## config.mk

```make
export PLATFORM = sky130hd
export DESIGN_NAME = count_read_latch
export DESIGN_NICKNAME = d
export VERILOG_FILES = /design/src/rtl/pit_pkg.sv /design/src/rtl/read_byte_select.sv /design/src/rtl/count_read_latch.sv
export SDC_FILE = /design/constraint.sdc
export NUM_CORES = 1
export LEC_CHECK = 0
export CORE_ASPECT_RATIO = 1.25
export CORE_MARGIN = 1.5
export CORE_UTILIZATION = 39
export DETAILED_ROUTE_END_ITERATION = 12
export PLACE_DENSITY = 0.66
export SLEW_MARGIN = 30
export SYNTH_ARGS = -nofsm -noshare
export SYNTH_HDL_FRONTEND = slang
export SYNTH_HIERARCHICAL = 1
export SYNTH_SLANG_ARGS = --single-unit
```

## constraint.sdc

```tcl
create_clock -name CLK -period 2.6 [get_ports CLK]
set_input_delay 0.39 -clock CLK [delete_from_list [all_inputs] [get_ports CLK]]
set_output_delay 0.39 -clock CLK [all_outputs]
set_load 0.05 [all_outputs]
```

## src/rtl/pit_pkg.sv

```systemverilog
// Shared definitions for the interval-timer counter read path: access modes and status-byte layout.
// Latency: none (declarations only).
// Backpressure: none (declarations only).
package pit_pkg;

    // Access-mode encodings carried in the RW field of the control word
    localparam logic [1:0] RW_LATCH = 2'b00;
    localparam logic [1:0] RW_LSB   = 2'b01;
    localparam logic [1:0] RW_MSB   = 2'b10;
    localparam logic [1:0] RW_WORD  = 2'b11;

    // Bit positions inside the read-back status byte {OUT, null_count, RW, mode, BCD}
    localparam int STAT_OUT_BIT   = 7;
    localparam int STAT_NULL_BIT  = 6;
    localparam int STAT_RW_HI     = 5;
    localparam int STAT_RW_LO     = 4;
    localparam int STAT_MODE_HI   = 3;
    localparam int STAT_MODE_LO   = 1;
    localparam int STAT_BCD_BIT   = 0;

endpackage

```

## src/rtl/read_byte_select.sv

```systemverilog
// Picks the byte of a 16-bit count word that the CPU sees for the current access mode.
// Latency: purely combinational.
// Backpressure: none; output follows inputs continuously.
module read_byte_select
    import pit_pkg::*;
(
    input  logic [15:0] word,
    input  logic [1:0]  rw,
    input  logic        byte_sel,
    output logic [7:0]  sel_byte
);

    // Mode decode: word mode alternates halves, unprogrammed reads return zero
    always_comb begin
        sel_byte = 8'h00;
        case (rw)
            RW_LSB:  sel_byte = word[7:0];
            RW_MSB:  sel_byte = word[15:8];
            RW_WORD: sel_byte = byte_sel ? word[15:8] : word[7:0];
            default: sel_byte = 8'h00;
        endcase
    end

endmodule

```

## src/rtl/count_read_latch.sv

```systemverilog
// Counter read path: count latch, read byte-select flip-flop, optional status latch (PIT_STATUS_READBACK_EN).
// Latency: rd at cycle N returns data_out/data_valid at cycle N+1; latch_cmd captures at edge N.
// Backpressure: none; every rd is served in order, except one coincident with counter_programmed, which is dropped.
module count_read_latch
    import pit_pkg::*;
(
    input  logic        CLK,
    input  logic        RST,
    input  logic [15:0] current_count,
    input  logic [1:0]  RW,
    input  logic        counter_programmed,
    input  logic        latch_cmd,
    input  logic        rd,
    input  logic [7:0]  status_in,
    input  logic        status_latch_cmd,
    output logic [7:0]  data_out,
    output logic        data_valid,
    output logic        latched
);

    logic [15:0] latch_reg;
    logic [15:0] latch_reg_nxt;
    logic        latched_nxt;
    logic        byte_sel;
    logic        byte_sel_nxt;
    logic [7:0]  data_out_nxt;
    logic        data_valid_nxt;
    logic [15:0] src_word;
    logic [7:0]  sel_byte;
    logic        status_read;
    logic [7:0]  status_byte;

    // A held snapshot takes precedence over the live count
    assign src_word = latched ? latch_reg : current_count;

    read_byte_select u_read_byte_select (
        .word     (src_word),
        .rw       (RW),
        .byte_sel (byte_sel),
        .sel_byte (sel_byte)
    );

`ifdef PIT_STATUS_READBACK_EN
    logic [7:0] status_reg;
    logic [7:0] status_reg_nxt;
    logic       status_held;
    logic       status_held_nxt;

    // A pending status byte pre-empts the count for exactly one read
    assign status_read = rd && status_held;
    assign status_byte = status_reg;

    // Status latch: release on reprogram or read, then re-arm against the post-read state
    always_comb begin
        status_reg_nxt  = status_reg;
        status_held_nxt = status_held;
        if (counter_programmed) begin
            status_held_nxt = 1'b0;
        end else if (status_read) begin
            status_held_nxt = 1'b0;
        end
        if (status_latch_cmd && !status_held_nxt) begin
            status_reg_nxt  = status_in;
            status_held_nxt = 1'b1;
        end
    end

    // Status latch state
    always_ff @(posedge CLK) begin
        if (RST) begin
            status_reg  <= 8'h00;
            status_held <= 1'b0;
        end else begin
            status_reg  <= status_reg_nxt;
            status_held <= status_held_nxt;
        end
    end
`else
    logic unused_status;

    // Status inputs are kept on the port list but have no effect in this build
    assign unused_status = ^{status_in, status_latch_cmd};
    assign status_read   = 1'b0;
    assign status_byte   = 8'h00;
`endif

    // Read and count-latch next state: reprogram, then read, then latch command
    always_comb begin
        latch_reg_nxt  = latch_reg;
        latched_nxt    = latched;
        byte_sel_nxt   = byte_sel;
        data_out_nxt   = data_out;
        data_valid_nxt = 1'b0;
        if (counter_programmed) begin
            latched_nxt  = 1'b0;
            byte_sel_nxt = 1'b0;
        end else if (rd) begin
            data_valid_nxt = 1'b1;
            if (status_read) begin
                data_out_nxt = status_byte;
            end else begin
                data_out_nxt = sel_byte;
                case (RW)
                    RW_LSB, RW_MSB: latched_nxt = 1'b0;
                    RW_WORD: begin
                        byte_sel_nxt = ~byte_sel;
                        if (byte_sel) begin
                            latched_nxt = 1'b0;
                        end
                    end
                    default: ;
                endcase
            end
        end
        if (latch_cmd && !latched_nxt) begin
            latch_reg_nxt = current_count;
            latched_nxt   = 1'b1;
        end
    end

    // Read-path state registers
    always_ff @(posedge CLK) begin
        if (RST) begin
            latch_reg  <= 16'h0000;
            latched    <= 1'b0;
            byte_sel   <= 1'b0;
            data_out   <= 8'h00;
            data_valid <= 1'b0;
        end else begin
            latch_reg  <= latch_reg_nxt;
            latched    <= latched_nxt;
            byte_sel   <= byte_sel_nxt;
            data_out   <= data_out_nxt;
            data_valid <= data_valid_nxt;
        end
    end

endmodule

```

==> metrics.md, run 1 <==
| Metric | Value |
|---|---|
| Status | `complete, no violations` |
| Final Hold Fails | `0` |
| Count of cells resized by post-cts repair | `0` |
| Number of antenna violations at the first check in global routing | `0` |
| Net count of the finished layout | `211` |
| Data arrival time of the critical path | `1460 ps` |
| Worst min-delay path startpoint | `data_out[1]$_SDFFE_PP0P_` |
| Starting density of the core | `41.5%` |
| Clock slew at the register clock pins of the worst setup and hold paths | `100 ps` |
| Remaining routing DRC violations | `0` |
| Max stage delay on crit path | `810 ps` |
| Worst-case hold slack | `464 ps` |
| End point of the worst hold path | `data_out[1]$_SDFFE_PP0P_` |
| Synthesized cell area | `0.00147 mm²` |
| Via count of the first global-routing pass | `1163` |
| Layout cell share with drive strength beyond 1 | `15.7%` |
| Post-route minimum period | `1850 ps` |
| Floorplan Core Area | `0.00354 mm²` |
| Net Count, Synth | `181` |
| Detailed-route vias per instance | `5.17` |
| Count of buffer and inverter cells on the critical path | `1` |
| Metal1 wirelength | `1390 µm` |
| Crit path max-delay cell type | `clkdlybuf4s50_1` |
| Area after DPL | `0.00180 mm²` |
| Clock tree from TritonCTS | `yes` |
| Cts bufs inserted | `3` |
| Highest layer used for signal routing | `met4` |
| Antenna Cells | `0` |
| Yosys top cell by area | `dfxtp_1` |
| Pin count of the biggest net entering global routing | `44` |
| Cell area after layout | `0.00184 mm²` |
| Portion of synthesized cell area occupied by the leading cell type | `36.7%` |
| Startpoint type of the worst setup path | `register` |
| Half-perimeter wire length after detailed placement | `2170 µm` |
| Horizontal extent of the die | `57.9 µm` |
| Switch Pwr | `253 µW` |
| Fraction of power spent switching nets | `27.7%` |
| Top cells by area, synth | `dfxtp_1 (37%), nand2b_1 (14%), mux2_2 (12%)` |
| Data required, critical path | `2210 ps` |
| Setup fix buffers added after clock tree synthesis | `0` |
| Detailed router's first-iteration violation count | `41` |
| Largest clock skew in the final design | `4.78 ps` |
| Clock root buffer master | `clkbuf_8` |
| Actual slew at the worst max-slew pin | `505 ps` |
| Routed met2 length | `1470 µm` |
| Num ports | `42` |
| Reg-to-reg slack, setup | `1100 ps` |
| Maximum net fanout on the critical path | `2` |
| Combinational fraction of design power | `23.2%` |
| Crit end category | `output pin` |
| Routed WL | `3040 µm` |
| Portion of total power attributed to sequential cells | `49.5%` |
| Clock network fraction of design power | `27.3%` |
| Detailed-routed wire length on met3 | `117 µm` |
| Num rows | `24` |
| Largest register FFs | `16` |
| Hold bufs inserted after CTS | `0` |
| Number of vias in the routed layout | `1122` |
| Highest achievable clock rate | `541 MHz` |
| WL/cell | `14.0 µm` |
| Global-route congestion overflow total | `0` |
| Sequence of cells on the critical path | `clkdlybuf4s50_1` |
| Worst R2R End | `latch_reg[0]$_SDFFE_PP0P_` |
| Setup Crit Path Kind | `register to output pin` |
| Placer's final routability congestion estimate | `0.703` |
| Register area share after synthesis | `36.7%` |
| Source of the worst register-to-register timing path | `latched$_SDFF_PP0_` |
| Setup violators final | `0` |
| Path type of the worst min-delay path | `register to register` |
| Skew-Pair Late Insertion Delay | `280 ps` |
| Global-route wire length before repair | `5130 µm` |
| Number of buffers on the longest clock path | `2` |
| Global-route usage over all layers | `16.0%` |
| Unique cell type count in the Yosys netlist | `24` |
| Post-route ant nets | `0` |
| Number of cell instances on the worst register-to-register path | `5` |
| Final total negative setup slack | `0 ps` |
| Number of instances in the synthesized netlist | `149` |
| Final cycle utilization of the critical path | `71.1%` |
| Maximum vdd ir drop | `0.000194 V` |
| Cell count of the worst hold path | `2` |
| Pre-Repair DR Iteration Count | `6` |
| H-tree levels | `1` |
| Flops & latches, synth | `27` |
| Setup repair after global routing missed its margin | `false` |
| Power density over cell area | `495 mW/mm²` |
| Internal power consumption | `660 µW` |
| Worst slew margin relative to its limit | `66.2%` |
| Per-instance average area after synthesis | `9.88 µm²` |
| Die area | `0.00415 mm²` |
| Slew Limit Fails | `0` |
| Count of buffers from port buffering | `32` |
| Max-cap viol count | `0` |
| Count of clock tree sinks | `27` |
| Leakage power | `0.697 nW` |
| Synthesis-to-finish area growth | `25.3%` |
| Cell type group with the largest total delay on the critical path | `buffers and inverters` |
| Number of warnings reported in the yosys synthesis log | `6` |
| Height of the chip | `71.7 µm` |
## placed cells by master, fill, tap and decap left out
cell type	count
a21boi_4	1
nor2_1	1
clkinvlp_4	1
nand2b_4	1
o211a_1	1
xor2_1	1
buf_4	4
nand2b_1	34
o21a_1	1
dfxtp_1	27
nand3b_1	1
a32o_1	8
nand2_1	16
a22oi_4	1
o21ba_2	1
mux2_2	16
a21oi_1	9
nor3_1	1
mux2i_1	16
clkdlybuf4s50_1	32
nor2b_1	1
clkbuf_8	3
nand3_1	1
## cell usage after synthesis
cell and number:
nand3b_1 1, o21ba_2 1, a22oi_4 1, mux2i_1 16, dfxtp_1 27, nor2b_1 1
buf_1 1, a21oi_1 9, a32o_1 8, o21a_1 1, xor2_1 1, nor2_1 1
clkbuf_1 5, buf_6 2, mux2_2 16, buf_12 1, nor3_1 1, buf_2 2
nand2_1 16, nand2b_4 1, o211a_1 1, nand3_1 1, a21boi_4 1, nand2b_1 34
## worst max-delay path by stage
stage                        startpoint                   endpoint  depth (start not counted)
3_5_place_dp                      RW[1]  latch_reg[0]$_SDFFE_PP0P_                          6
3_3_place_gp                      RW[0]  latch_reg[6]$_SDFFE_PP0P_                          5
2_1_floorplan        latched$_SDFF_PP0_   data_out[0]$_SDFFE_PP0P_                          6
4_1_cts        data_out[3]$_SDFFE_PP0P_                data_out[3]                          1
5_1_grt        data_out[7]$_SDFFE_PP0P_                data_out[7]                          1
6_report       data_out[4]$_SDFFE_PP0P_                data_out[4]                          1
## power groups by stage
stage                     logic, mW  clock network (mW)  registers, mW
after floorplan               0.123                   0          0.481
after global placement        0.208                   0          0.460
after detailed placement      0.214                   0          0.462
after CTS                     0.215               0.265          0.452
after global routing          0.230               0.278          0.455
final                         0.212               0.249          0.452
## cell type report
type                    instances  area, µm²
fillers                       334       1700
repair buffers                 36        350
clock buffers                   3       41.3
well taps                      39       48.8
flip-flops and latches         27        541
multi-input cells             111        856
clock inverters                 1       7.51
## cells by family (layout without fill, tap and decap cells)
group	after synthesis	after routing	synth area share [%]
simple gates	56	56	21.3
buf+inv	11	40	5.10
flops	27	27	36.7
mux	32	32	23.1
compound gates	22	22	13.1
xor+xnor	1	1	0.595
## through the flow
step	cells	setup WS [ps]	total power, mW	util (%)
6_report	217	751	0.913	52.0
5_1_grt	217	709	0.963	52.0
4_1_cts	217	737	0.932	52.0
3_5_place_dp	213	545	0.676	50.7
3_3_place_gp	213	604	0.668	50.7
2_1_floorplan	149	693	0.604	-
## metal layers
| layer | vias up | track usage, % |
|---|---|---|
| met2 | 22 | 26.6 |
| met4 | 0 | 8.01 |
| met3 | 5 | 2.89 |
| met1 | 522 | 19.4 |
| met5 | - | 0 |
| li1 | 573 | - |
Power figures use the tool's default switching activity.
==> inputs of run 2 (changes only) <==
clock period = 1.8 ns   (was 2.6 ns; I/O delays follow)
==> metrics.md, run 2 (synthesized netlist as in run 1, its figures left out) <==
| Metric | Value |
|---|---|
| Number of cells on the critical path | `1 (unchanged)` |
| Via count of the first global-routing pass | `1201 (+3.3%)` |
| Maximum vdd ir drop | `0.000331 V (+71%)` |
| Global-route usage over all layers | `15.4% (-0.52 points)` |
| Leakage power | `0.708 nW (+1.6%)` |
| Horizontal extent of the die | `57.9 µm (unchanged)` |
| Count of buffers from port buffering | `32 (unchanged)` |
| Synthesis-to-finish area growth | `26.6%` |
| Startpoint type of the worst setup path | `register` |
| Routed WL | `3100 µm (+2.1%)` |
| Antenna Cells | `0 (unchanged)` |
| Largest clock skew in the final design | `2.97 ps (-1.81 ps)` |
| Count of buffer and inverter cells on the critical path | `1 (unchanged)` |
| Crit end category | `output pin` |
| Global-route wire length before repair | `5140 µm (+0.14%)` |
| Cell count of the worst hold path | `2 (unchanged)` |
| Switch Pwr | `361 µW (+43%)` |
| Data required, critical path | `1530 ps (-680 ps)` |
| Clock root buffer master | `clkbuf_8` |
| Detailed-route vias per instance | `5.28 (+2.2%)` |
| Tot Pwr | `1.32 mW (+45%)` |
| Post-route ant nets | `0 (unchanged)` |
| Setup fix buffers added after clock tree synthesis | `0 (unchanged)` |
| Internal power consumption | `959 µW (+45%)` |
| Starting density of the core | `41.5% (unchanged)` |
| Pin count of the biggest net entering global routing | `44 (unchanged)` |
| Setup repair after global routing missed its margin | `false` |
| Num ports | `42 (unchanged)` |
| Slew Limit Fails | `0 (unchanged)` |
| Largest register FFs | `16 (unchanged)` |
| Worst slew margin relative to its limit | `66.1% (about the same)` |
| Max stage delay on crit path | `810 ps (about the same)` |
| Half-perimeter wire length after detailed placement | `2230 µm (+2.4%)` |
| Count of clock tree sinks | `27 (unchanged)` |
| Setup violators final | `0 (unchanged)` |
| Data arrival time of the critical path | `1430 ps (-30 ps)` |
| Status | `complete, no violations` |
| Placer's final routability congestion estimate | `0.660 (-6.1%)` |
| Combinational fraction of design power | `23.2% (about the same)` |
| Clock slew at the register clock pins of the worst setup and hold paths | `100 ps (about the same)` |
| Post-route minimum period | `1700 ps` |
| Cts bufs inserted | `3 (unchanged)` |
| Sequence of cells on the critical path | `clkdlybuf4s50_1` |
| Clock tree from TritonCTS | `yes` |
| Final cycle utilization of the critical path | `94.7%` |
| Highest achievable clock rate | `587 MHz` |
| Die area | `0.00415 mm² (unchanged)` |
| Most frequent cells in the layout | `nand2b_1 (34), clkdlybuf4s50_1 (31), dfxtp_1 (26)` |
| Skew-Pair Late Insertion Delay | `270 ps (about the same)` |
| Num rows | `24 (unchanged)` |
| Hold bufs inserted after CTS | `0 (unchanged)` |
| Path type of the worst min-delay path | `register to register` |
| Number of buffers on the longest clock path | `2 (unchanged)` |
| Net count of the finished layout | `212 (+0.47%)` |
| Max-cap viol count | `0 (unchanged)` |
| Placed cells | `214 (+0.47%)` |
| Pre-Repair DR Iteration Count | `6 (unchanged)` |
| Fraction of power spent switching nets | `27.3% (-0.35 points)` |
| Fraction of the core area covered by cells at the end of the flow | `52.6% (+0.53 points)` |
| Power density over cell area | `708 mW/mm² (+43%)` |
| Cell type group with the largest total delay on the critical path | `buffers and inverters` |
| Global-route congestion overflow total | `0 (unchanged)` |
| Number of vias in the routed layout | `1152 (+2.7%)` |
| Clock network fraction of design power | `26.7% (-0.6 points)` |
| WL/cell | `14.2 µm (+1.7%)` |
| Actual slew at the worst max-slew pin | `506 ps (+0.885 ps)` |
| Portion of total power attributed to sequential cells | `50.1% (+0.6 points)` |
| Number of antenna violations at the first check in global routing | `0 (unchanged)` |
| H-tree levels | `1 (unchanged)` |
| Detailed router's first-iteration violation count | `35 (-15%)` |
| Setup Crit Path Kind | `register to output pin` |
| Maximum net fanout on the critical path | `2 (unchanged)` |
| Count of placed standard cells in the final layout, fillers left out | `218 (+0.46%)` |
| Remaining routing DRC violations | `0 (unchanged)` |
| Final Hold Fails | `0 (unchanged)` |
| Final total negative setup slack | `0 ps (unchanged)` |
| Floorplan Core Area | `0.00354 mm² (unchanged)` |
| Count of cells resized by post-cts repair | `0 (unchanged)` |
| Layout cell share with drive strength beyond 1 | `17.3% (+1.6 points)` |
| Height of the chip | `71.7 µm (unchanged)` |
| Crit path max-delay cell type | `clkdlybuf4s50_1` |
| Most common library cell in the layout ignoring fill and taps | `nand2b_1` |
| Number of cell instances on the worst register-to-register path | `4 (-1)` |
[run 2: power groups by stage]
stage | Combinational, mW | Clock [mW] | Sequential [mW]
final | 0.306 | 0.352 | 0.661
after detailed placement | 0.307 | 0 | 0.675
after global routing | 0.327 | 0.388 | 0.668
after global placement | 0.299 | 0 | 0.672
after floorplan | 0.178 | 0 | 0.696
after CTS | 0.309 | 0.366 | 0.662
[run 2: stage by stage]
stage	setup WS, ps	instance area [µm²]	hold slack, ps
after global routing	40.5	1860	492
after CTS	80.8	1860	477
after global placement	112	1810	448
after detailed placement	71.4	1810	454
final	95.4	1860	467
after floorplan	68.3	1470	349
[run 2: cell type report]
type	instances	area, µm²
Clock inverter	1	7.51
Sequential cell	27	542
Timing Repair Buffer	37	368
Clock buffer	3	41.3
Multi-Input combinational cell	111	856
Tap cell	39	48.8
Fill cell	360	1680
[run 2: worst paths after layout]
path	start	endpoint	slack (ps)
max	data_out[0]$_SDFFE_PP0P_	data_out[0]	100
min	data_out[1]$_SDFFE_PP0P_	data_out[1]$_SDFFE_PP0P_	470
max reg2reg	latched$_SDFF_PP0_	data_out[4]$_SDFFE_PP0P_	290
min reg2reg	data_out[1]$_SDFFE_PP0P_	data_out[1]$_SDFFE_PP0P_	470
[run 2: per-layer routing]
| metal | wire (µm) | global-route usage [%] | share of wire [%] | vias up |
|---|---|---|---|---|
| li1 | - | - | - | 576 |
| met1 | 1400 | 18.6 | 45 | 556 |
| met2 | 1560 | 27.4 | 50 | 18 |
| met3 | 118 | 3.43 | 3.8 | 2 |
| met4 | 19 | 3.88 | 0.61 | 0 |
| met5 | 0 | 0 | 0 | - |
==> inputs of run 3 (changes only) <==
GPL_TIMING_DRIVEN = 0   (was unset)
==> metrics.md, run 3 (synthesized netlist as in run 1, its figures left out) <==
| Metric | Value |
|---|---|
| Worst slew margin relative to its limit | `66.1% (-0.073 points)` |
| Crit end category | `output pin` |
| Combinational fraction of design power | `24.3% (+1.1 points)` |
| Status | `complete, no violations` |
| Final worst slack | `89.6 ps (-5.75 ps)` |
| Crit path max-delay cell type | `clkdlybuf4s50_1` |
| Height of the chip | `71.7 µm (unchanged)` |
| Count of buffer and inverter cells on the critical path | `1 (unchanged)` |
| Clock slew at the register clock pins of the worst setup and hold paths | `100 ps (about the same)` |
| Half-perimeter wire length after detailed placement | `2500 µm (+12%)` |
| Fraction of the core area covered by cells at the end of the flow | `53.4% (+0.78 points)` |
| Portion of total power attributed to sequential cells | `49.1% (-1.0 points)` |
| Final Hold Fails | `0 (unchanged)` |
| Antenna Cells | `0 (unchanged)` |
| WL/cell | `14.7 µm (+3.1%)` |
| Post-route ant nets | `0 (unchanged)` |
| Layout cell share with drive strength beyond 1 | `16.2% (-1.1 points)` |
| Global-route wire length before repair | `5610 µm (+9.1%)` |
| Tot Pwr | `1.33 mW (+0.96%)` |
| Slew Limit Fails | `0 (unchanged)` |
| Routed WL | `3290 µm (+6.0%)` |
| Worst min-delay path startpoint | `data_out[1]$_SDFFE_PP0P_` |
| Global-route usage over all layers | `17.4% (+1.9 points)` |
| Synthesis-to-finish area growth | `28.5%` |
| Final cycle utilization of the critical path | `95.0% (+0.32 points)` |
| Max-cap viol count | `0 (unchanged)` |
| Count of buffers from port buffering | `32 (unchanged)` |
| Cell count of the worst hold path | `2 (unchanged)` |
| Number of vias in the routed layout | `1159 (+0.61%)` |
| Net count of the finished layout | `218 (+2.8%)` |
| Most frequent cells in the layout | `nand2b_1 (34), clkdlybuf4s50_1 (32), dfxtp_1 (26)` |
| Num ports | `42 (unchanged)` |
| Setup repair after global routing missed its margin | `false` |
| Horizontal extent of the die | `57.9 µm (unchanged)` |
| Cell type group with the largest total delay on the critical path | `buffers and inverters` |
| Reg-to-reg slack, setup | `120 ps (-170 ps)` |
| Cts bufs inserted | `3 (unchanged)` |
| Num rows | `24 (unchanged)` |
| Global-route congestion overflow total | `0 (unchanged)` |
| Data required, critical path | `1530 ps (about the same)` |
| Largest clock skew in the final design | `6.84 ps (+3.87 ps)` |
| Post-route minimum period | `1710 ps (+5.75 ps)` |
| Max stage delay on crit path | `810 ps (about the same)` |
| Leakage power | `0.720 nW (+1.6%)` |
| Internal power consumption | `962 µW (+0.35%)` |
| Floorplan Core Area | `0.00354 mm² (unchanged)` |
| Number of antenna violations at the first check in global routing | `0 (unchanged)` |
| Count of filler cells inserted in the layout | `336 (-6.7%)` |
| Data arrival time of the critical path | `1440 ps (about the same)` |
| Most common library cell in the layout ignoring fill and taps | `nand2b_1` |
| Detailed-route vias per instance | `5.17 (-2.1%)` |
| Maximum vdd ir drop | `0.000383 V (+16%)` |
| Largest register FFs | `16 (unchanged)` |
| Setup violators final | `0 (unchanged)` |
| Count of clock tree sinks | `27 (unchanged)` |
| Highest achievable clock rate | `585 MHz (-0.34%)` |
| Number of cell instances on the worst register-to-register path | `6 (+2)` |
| Hold bufs inserted after CTS | `0 (unchanged)` |
| Placer's final routability congestion estimate | `0.731 (+11%)` |
| Launch point of the critical path | `data_out[4]$_SDFFE_PP0P_` |
| Skew-Pair Late Insertion Delay | `280 ps (about the same)` |
| Die area | `0.00415 mm² (unchanged)` |
| Via count of the first global-routing pass | `1210 (+0.75%)` |
| Actual slew at the worst max-slew pin | `507 ps (+1.09 ps)` |
| End point of the worst hold path | `data_out[1]$_SDFFE_PP0P_` |
| Worst R2R End | `data_out[4]$_SDFFE_PP0P_` |
| Remaining routing DRC violations | `0 (unchanged)` |
| Fraction of power spent switching nets | `27.8% (+0.44 points)` |
| Number of buffers on the longest clock path | `2 (unchanged)` |
| Clock root buffer master | `clkbuf_8` |
| Starting density of the core | `41.5% (unchanged)` |
| Power density over cell area | `705 mW/mm² (-0.51%)` |
| Source of the worst register-to-register timing path | `latched$_SDFF_PP0_` |
| Sequence of cells on the critical path | `clkdlybuf4s50_1` |
| Pre-Repair DR Iteration Count | `6 (unchanged)` |
| Pin count of the biggest net entering global routing | `16 (-64%)` |
| Maximum net fanout on the critical path | `2 (unchanged)` |
| Clock tree from TritonCTS | `yes` |
| Final total negative setup slack | `0 ps (unchanged)` |
| Clock network fraction of design power | `26.6% (about the same)` |
| Detailed router's first-iteration violation count | `43 (+23%)` |
| Path type of the worst min-delay path | `register to register` |
| Setup Crit Path Kind | `register to output pin` |
| Minimum setup slack after placement | `-206 ps (-277 ps)` |
| H-tree levels | `1 (unchanged)` |
| Switch Pwr | `370 µW (+2.6%)` |
| Startpoint type of the worst setup path | `register` |
## run 3: changes by cell type in the layout (fill, tap and decap cells not counted), sizes merged
cell	before	now
buf	6	5
clkinvlp	1	0
clkdlybuf4s50	31	32
clkinv	0	1
clkbuf	3	9
## run 3: what timing repair did
item                                    4_1_cts  5_1_grt
resized for setup                             0        1
setup buffers                                 0        0
endpoints found under the hold margin         0        0
endpoints found under the setup margin        0        2
## run 3: final cells by class
type | instances | area, µm² | area share [%]
buffer | 11 | 77.6 | 4.10
clock buffer | 3 | 41.3 | 2.18
clock inverter | 1 | 5.00 | 0.265
multi-input combinational | 111 | 856 | 45.3
sequential | 27 | 542 | 28.7
tap | 39 | 48.8 | 2.58
timing repair buffer | 32 | 320 | 16.9
## run 3: worst max path at each step
stage                                            end  slack, ps  cells past startpoint
after floorplan             data_out[0]$_SDFFE_PP0P_         70                      6
after global placement    latch_reg[13]$_SDFFE_PP0P_       -160                      5
after detailed placement  latch_reg[14]$_SDFFE_PP0P_       -210                      5
after CTS                                data_out[4]         80                      1
after global routing      latch_reg[13]$_SDFFE_PP0P_          6                      5
final                                    data_out[4]         90                      1
## run 3: stage by stage
step | cell area [µm²] | std cells | hold slack, ps
floorplan | 1470 | 149 | 349
global placement | 1840 | 220 | 449
detailed placement | 1840 | 220 | 450
CTS | 1890 | 224 | 468
global route | 1890 | 224 | 488
finish | 1890 | 224 | 466
## run 3: worst min-delay path, cell delays in order (launching register included)
cell	delay [ps]
dfxtp_1	320
nand2_1	50
a21oi_1	50
## run 3: power by group through the flow
stage                     clock network (mW)  logic, mW  registers, mW
after floorplan                            0      0.178          0.696
after global placement                     0      0.317          0.664
after detailed placement                   0      0.325          0.667
after CTS                              0.363      0.327          0.653
after global routing                   0.382      0.349          0.658
final                                  0.355      0.324          0.654
## run 3: per-layer routing
layer	vias to the layer above	part of all wire, %	track usage, %
met3	5	4.4	3.61
met1	538	45	21.1
met5	-	0	0
met4	0	1.6	7.49
li1	587	-	-
met2	29	49	29.4
